$ cat src/rtl/nvram_pkg.sv
// Shared definitions for the NVRAM upload responder: FSM states and constants.
package nvram_pkg;

  typedef enum logic [1:0] {
    IDLE,
    READ,
    OOR
  } state_t;

  localparam logic [7:0] OOR_DATA = 8'hFF;
  localparam int unsigned CNT_W = 3;

endpackage

$ cat src/rtl/nvram_uploader.sv
// Serves HPS upload reads from the core NVRAM, stretching each with ioctl_wait,
// and flags the buffer dirty until a complete upload session has been served.
module nvram_uploader
  import nvram_pkg::*;
#(
  parameter int unsigned ADDR_W       = 14,
  parameter int unsigned RAM_LATENCY  = 2,
  parameter logic [7:0]  UPLOAD_INDEX = 8'd4
) (
  input  logic              clk_sys,
  input  logic              reset,
  input  logic              ioctl_upload,
  input  logic [7:0]        ioctl_index,
  input  logic              ioctl_rd,
  input  logic [24:0]       ioctl_addr,
  output logic [7:0]        ioctl_din,
  output logic              ioctl_wait,
  output logic [ADDR_W-1:0] ram_addr,
  output logic              ram_rd,
  input  logic [7:0]        ram_dout,
  input  logic              core_wr,
  output logic              save_req,
  output logic              busy
);

  state_t           state;
  logic [CNT_W-1:0] cnt;
  logic             upload_q;
  logic             last_done;

  logic sel;
  logic in_range;
  logic upload_fall;
  logic last_hit;

  assign sel         = ioctl_rd & ioctl_upload & (ioctl_index == UPLOAD_INDEX);
  assign in_range    = (ioctl_addr[24:ADDR_W] == '0);
  assign upload_fall = upload_q & ~ioctl_upload;
  assign last_hit    = (state == READ) && (cnt == '0) && (ram_addr == '1);

  // Read FSM; ioctl_rd is only looked at in IDLE, so host strobes during a read are dropped.
  always_ff @(posedge clk_sys or posedge reset) begin
    if (reset) begin
      state      <= IDLE;
      cnt        <= '0;
      ioctl_din  <= '0;
      ioctl_wait <= 1'b0;
      ram_addr   <= '0;
      ram_rd     <= 1'b0;
      busy       <= 1'b0;
    end else begin
      ram_rd <= 1'b0;
      case (state)
        IDLE: begin
          if (sel) begin
            ioctl_wait <= 1'b1;
            busy       <= 1'b1;
            if (in_range) begin
              ram_addr <= ioctl_addr[ADDR_W-1:0];
              ram_rd   <= 1'b1;
              cnt      <= CNT_W'(RAM_LATENCY);
              state    <= READ;
            end else begin
              state <= OOR;
            end
          end
        end
        READ: begin
          if (cnt == '0) begin
            ioctl_din  <= ram_dout;
            ioctl_wait <= 1'b0;
            busy       <= 1'b0;
            state      <= IDLE;
          end else begin
            cnt <= cnt - 1'b1;
          end
        end
        OOR: begin
          ioctl_din  <= OOR_DATA;
          ioctl_wait <= 1'b0;
          busy       <= 1'b0;
          state      <= IDLE;
        end
        default: begin
          ioctl_wait <= 1'b0;
          busy       <= 1'b0;
          state      <= IDLE;
        end
      endcase
    end
  end

  // A last-address read finishing after the session ended must not arm the next session.
  always_ff @(posedge clk_sys or posedge reset) begin
    if (reset) begin
      upload_q  <= 1'b0;
      last_done <= 1'b0;
      save_req  <= 1'b0;
    end else begin
      upload_q <= ioctl_upload;
      if (upload_fall)
        last_done <= 1'b0;
      else if (last_hit && ioctl_upload)
        last_done <= 1'b1;
      if (core_wr)
        save_req <= 1'b1;
      else if (upload_fall && last_done)
        save_req <= 1'b0;
    end
  end

endmodule
$ cat config.mk
export PLATFORM = sky130hd
export DESIGN_NAME = nvram_uploader
export DESIGN_NICKNAME = d
export VERILOG_FILES = /design/src/rtl/nvram_pkg.sv /design/src/rtl/nvram_uploader.sv
export SDC_FILE = /design/constraint.sdc
export NUM_CORES = 1
export LEC_CHECK = 0
export ABC_AREA = 1
export BUFFER_PORTS_ARGS = -buffer_cell sky130_fd_sc_hd__buf_2
export CAP_MARGIN = 10
export CORE_MARGIN = 2
export CORE_UTILIZATION = 43
export CTS_CLUSTER_DIAMETER = 60
export CTS_CLUSTER_SIZE = 10
export DETAILED_ROUTE_END_ITERATION = 10
export MAX_ROUTING_LAYER = met4
export PLACE_DENSITY = 0.85
export SLEW_MARGIN = 20
export SYNTH_ARGS = -nofsm -noshare
export SYNTH_HDL_FRONTEND = slang
export SYNTH_SLANG_ARGS = --single-unit
$ cat constraint.sdc
create_clock -name clk_sys -period 1.6 [get_ports clk_sys]
set_input_delay 0.16 -clock clk_sys [delete_from_list [all_inputs] [get_ports clk_sys]]
set_output_delay 0.16 -clock clk_sys [all_outputs]
set_load 0.005 [all_outputs]
==> out/results.ini, run 1 <==
[synth]
synth_edf_count=0
synth_seq_area_share=0.530
yosysUniqueCellTypes=26
yosysWarnings=0
yosysTopAreaCell=dfrtp_1
ys_ff_latch=32
synth.top_cells.by_area=dfrtp_1 53%, nand2_1 15%, o21ai_1 5.3%, inv_1 4.0%, nor2_1 2.7%
avgSynthCellArea_um2=8.79
ys.flop_type=dfrtp_1
async_flop_share=1.00
yosysTopAreaCellShare=0.530
synth_nets=220
netlist_area_mm2=0.00151
synth_cells=172

[worst_setup_path]
critPathLaunchType=input pin
cp_max_fo=18
slowest_stage=dlygate4sd3_1
arrival_ns=1.69
path_common_cell=nand2_1
crit_chain=dlygate4sd3_1 > buf_2 > nand2_1 > inv_1 > nand3_4 > nand2_1 > nand2_1 > nand2_1 > nand2_1
max_stage_delay_ns=0.53
crit_type=in2reg
r2r_cells=6
cp.required_ns=1.82
cp-end-kind=register

[grt]
grt_pass1_vias=1353
grt_max_degree=33
grt_pass1_wl_um=5580
globalRouteTotalUtil=0.187
overflow=0
antenna_found_initial=0

[sta]
slew_viol_final=0
rsz0062_at_grt=no
finalSetupViolations=0
finalCritPeriodShare=0.918
finalHoldWorstSlack_ns=0.0309
hold_violations=0
tightest_slew_ns=0.396
tns_ns=0
slew_headroom=0.736
clock_skew_ns=0.00572
period_needed_ns=1.47
fmax_mhz=681

[routing]
drtAntennaViolNets=0
num_vias=1385
avgRoutedWirePerCell_um=11.2
drt_pass1_iterations=4
viasPerCell=4.71
finalWirelength_um=3280
drc_errors=0
drtIter0Drc=43

[place]
dp_hpwl_um=2510
portBuffers=71
gp_congestion=0.815

[run]
cap_violations=0

[clock_network]
clockBufferDepth=2
numCtsBuffers=5
htreeDepth=2
cts_root_buf=clkbuf_4
clock_latency_ns=0.32
tritoncts=done
clock_sinks=32
clkSlewWorstSetupHoldPaths_ns=0.09

[power_and_ir_drop]
cellLeakagePower_nw=1.18
power.density_mw_per_mm2=680
power_mw=1.33
ir_worst_vdd_v=0.000324

[die]
fp.dieH_um=63.3
core_mm2=0.00336
start_util=0.449
fp-row-count=21
die_x_um=63.3
die_area_mm2=0.00400
num_io_pins=72

[finish]
num_antenna_cells=0
ff_latch_area_um2=801
mostFrequentLayoutCell=buf_2
fill_cells=319
multi_input_area_um2=607
fin_util=0.584
drive_gt1_frac=0.359
final_cell_mix=71 x buf_2, 60 x nand2_1, 32 x dfrtp_1
fin_nets=298
syn_to_final_growth_pct=29.9

[status]
status=complete, no violations

[min_path]
whs_path_depth=3
hold_path_class=in2reg

[cell usage after synthesis (3+ instances only)]
library cell  count
nand2_1          60
dfrtp_1          32
o21ai_0           4
nor2_1           11
nand3_1           5
o22a_1            4
o21ai_1          16
inv_1            16
nand4_1           3
[area by class of cell]
| type | count | area share |
|---|---|---|
| repair buffers | 75 | 0.200 |
| clock buffers | 5 | 0.0191 |
| multi-input cells | 118 | 0.309 |
| inverters | 18 | 0.0344 |
| well taps | 46 | 0.0293 |
| flip-flops and latches | 32 | 0.408 |
[sequential cells by signal, summed over array words and instances, names as in the netlist]
name,cells
busy,1
cnt,3
ioctl_din,8
last_done,1
ram_addr,14
ram_rd,1
save_req,1
state,2
upload_q,1
[layer usage]
layer,GRT usage,vias up,wire [um]
met5,-,-,0
met4,0.0815,0,57
met3,0.0643,5,239
met2,0.313,56,1570
met1,0.202,619,1410
li1,-,705,-
[power by group]
part | switching (mW) | leakage (nW) | internal [mW]
sequential | 0.00711 | 0.421 | 0.821
clock | 0.240 | 0.0230 | 0.147
combinational | 0.0538 | 0.739 | 0.0655
total | 0.301 | 1.18 | 1.03
[critical path: cells and delay by family]
kind                   cells  cell delay, ns
buffers and inverters      3            0.76
AND/OR/NAND/NOR            6            0.76
[through the flow]
stage | instances | area [um^2] | setup slack, ns
6_report | 294 | 1960 | 0.131
3_5_place_dp | 286 | 1890 | 0.125
3_3_place_gp | 286 | 1890 | 0.213
4_1_cts | 294 | 1960 | 0.113
5_1_grt | 294 | 1960 | 0.0460
2_1_floorplan | 172 | 1510 | 0.384
[kinds of logic (layout without fill, tap and decap cells)]
family,after synthesis,after routing,share of synthesized area
and+or+nand+nor,88,88,0.269
buffers and inverters,22,98,0.0704
DFF,32,32,0.530
adders and majority gates,2,2,0.0166
AOI/OAI and AO/OA,27,27,0.108
xor gates and xnor gates,1,1,0.00580
[worst paths after layout]
| check | from | end | slack (ns) |
|---|---|---|---|
| max in group asynchronous | reset | ioctl_din[0] | 0.84 |
| max | ioctl_upload | cnt[1] | 0.13 |
| min in group asynchronous | reset | ram_addr[12] | 0.47 |
| min | ioctl_addr[0] | ram_addr[0] | 0.03 |
| min reg2reg | save_req | save_req | 0.49 |
| max reg2reg | state[0] | cnt[1] | 0.20 |
[timing repair]
| action | in CTS | in global routing |
|---|---|---|
| resized for setup | 0 | 1 |
| hold buffers | 3 | 0 |
| setup buffers | 0 | 0 |
| endpoints found under the hold margin | 34 | 0 |
| endpoints found under the setup margin | 0 | 3 |
Power figures use the tool's default switching activity.
==> run 2, diff against run 1 <==
--- a/config.mk
+++ b/config.mk
@@ -13,6 +13,7 @@
 export CTS_CLUSTER_DIAMETER = 60
 export CTS_CLUSTER_SIZE = 10
 export DETAILED_ROUTE_END_ITERATION = 10
+export HOLD_SLACK_MARGIN = 0.06
 export MAX_ROUTING_LAYER = met4
 export PLACE_DENSITY = 0.85
 export SLEW_MARGIN = 20
==> out/results.ini, run 2 (synthesis gave the netlist of run 1 again) <==
[sta]
finalSetupViolations=0
tns_ns=0
period_needed_ns=1.46
hold_violations=0
rsz0062_at_grt=no
slew_headroom=0.736
clock_skew_ns=0.00706
finalCritPeriodShare=0.911
tightest_slew_ns=0.396
slew_viol_final=0
fmax_mhz=686

[clock_network]
htreeDepth=2
clkSlewWorstSetupHoldPaths_ns=0.09
numCtsBuffers=5
clock_latency_ns=0.32
post_cts_buffers=0
cts_root_buf=clkbuf_4
tritoncts=done
clockBufferDepth=2
clock_sinks=32

[worst_setup_path]
cp-end-kind=register
arrival_ns=1.68
cp.required_ns=1.82
cp_max_fo=18
crit_type=in2reg
critPathLaunchType=input pin

[grt]
globalRouteTotalUtil=0.214
overflow=0
grt_max_degree=33
grt_pass1_wl_um=6350
antenna_found_initial=0
grt_pass1_vias=1534

[power_and_ir_drop]
cellLeakagePower_nw=1.27
ir_worst_vdd_v=0.000363
power.density_mw_per_mm2=633
power_mw=1.38

[die]
core_mm2=0.00336
num_io_pins=72
fp.dieH_um=63.3
start_util=0.449
die_x_um=63.3
die_area_mm2=0.00400
fp-row-count=21

[routing]
viasPerCell=4.78
drc_errors=0
num_vias=1509
avgRoutedWirePerCell_um=12.3
drtAntennaViolNets=0
finalWirelength_um=3890
drtIter0Drc=56
drt_pass1_iterations=6

[finish]
fill_cells=280
largest-register=ram_addr
reg_top3=ram_addr (14), ioctl_din (8), cnt (3)
largest_reg_flops=14
fin_nets=320
num_antenna_cells=0
syn_to_final_growth_pct=44.5
final_cell_mix=71 x buf_2, 60 x nand2_1, 32 x dfrtp_1
mostFrequentLayoutCell=buf_2
drive_gt1_frac=0.330

[status]
status=complete, no violations

[place]
gp_congestion=0.815
portBuffers=71
dp_hpwl_um=2510

[min_path]
hold_path_class=in2reg

[run]
cap_violations=0

run 2: cell count changes in the layout (fill, tap and decap cells not counted), sizes merged:
cell / before / now
dlygate4sd3: 3 / 25
run 2: worst paths after layout:
| kind | endpoint | slack, ns | cells past startpoint | start |
|---|---|---|---|---|
| worst min register to register | save_req | 0.49 | 1 | save_req |
| max in group asynchronous | ioctl_din[0] | 0.84 | 4 | reset |
| min in group asynchronous | ram_addr[12] | 0.47 | 4 | reset |
| worst max register to register | cnt[1] | 0.20 | 6 | state[0] |
| worst max-delay path | cnt[1] | 0.14 | 9 | ioctl_upload |
| worst min-delay path | state[1] | 0.31 | 5 | ioctl_addr[21] |
run 2: critical path: stages:
cell and delay (ns):
dlygate4sd3_1 0.53, buf_2 0.15, nand2_1 0.05, inv_1 0.09, nand3_4 0.21, nand2_1 0.22
nand2_1 0.13, nand2_1 0.09, nand2_1 0.05
run 2: routing by layer:
layer	vias to the layer above	track usage	part of all wire
li1	747	-	-
met1	693	0.213	0.41
met2	62	0.387	0.51
met3	7	0.0643	0.054
met4	0	0.0924	0.021
met5	-	-	0
run 2: per-stage QoR:
| step | std cells | hold slack, ns | worst slack (ns) | cell area, um^2 | utilization |
|---|---|---|---|---|---|
| floorplan | 172 | 0.191 | 0.384 | 1510 | - |
| global placement | 286 | 0.252 | 0.213 | 1890 | 0.563 |
| detailed placement | 286 | 0.257 | 0.125 | 1890 | 0.563 |
| finish | 316 | 0.308 | 0.143 | 2180 | 0.649 |
| global route | 316 | 0.320 | 0.0457 | 2180 | 0.649 |
| CTS | 314 | 0.0602 | 0.113 | 2160 | 0.642 |
run 2: layout make-up:
cell class / count / area, um^2 / share of cell area
Tap cell: 46 / 57.6 / 0.0264
Clock buffer: 5 / 37.5 / 0.0172
Timing Repair Buffer: 97 / 613 / 0.281
Multi-Input combinational cell: 118 / 607 / 0.278
Sequential cell: 32 / 801 / 0.367
Inverter: 18 / 67.6 / 0.0309
run 2: what timing repair did:
item,CTS,global route
endpoints found under the hold margin,54,2
endpoints found under the setup margin,0,3
hold buffers,23,2
resized for setup,0,1
run 2: power breakdown:
part / total [mW] / switching (mW) / internal (mW) / leakage, nW
registers: 0.828 / 0.00726 / 0.821 / 0.421
logic: 0.167 / 0.0659 / 0.101 / 0.831
clock network: 0.388 / 0.241 / 0.147 / 0.0230
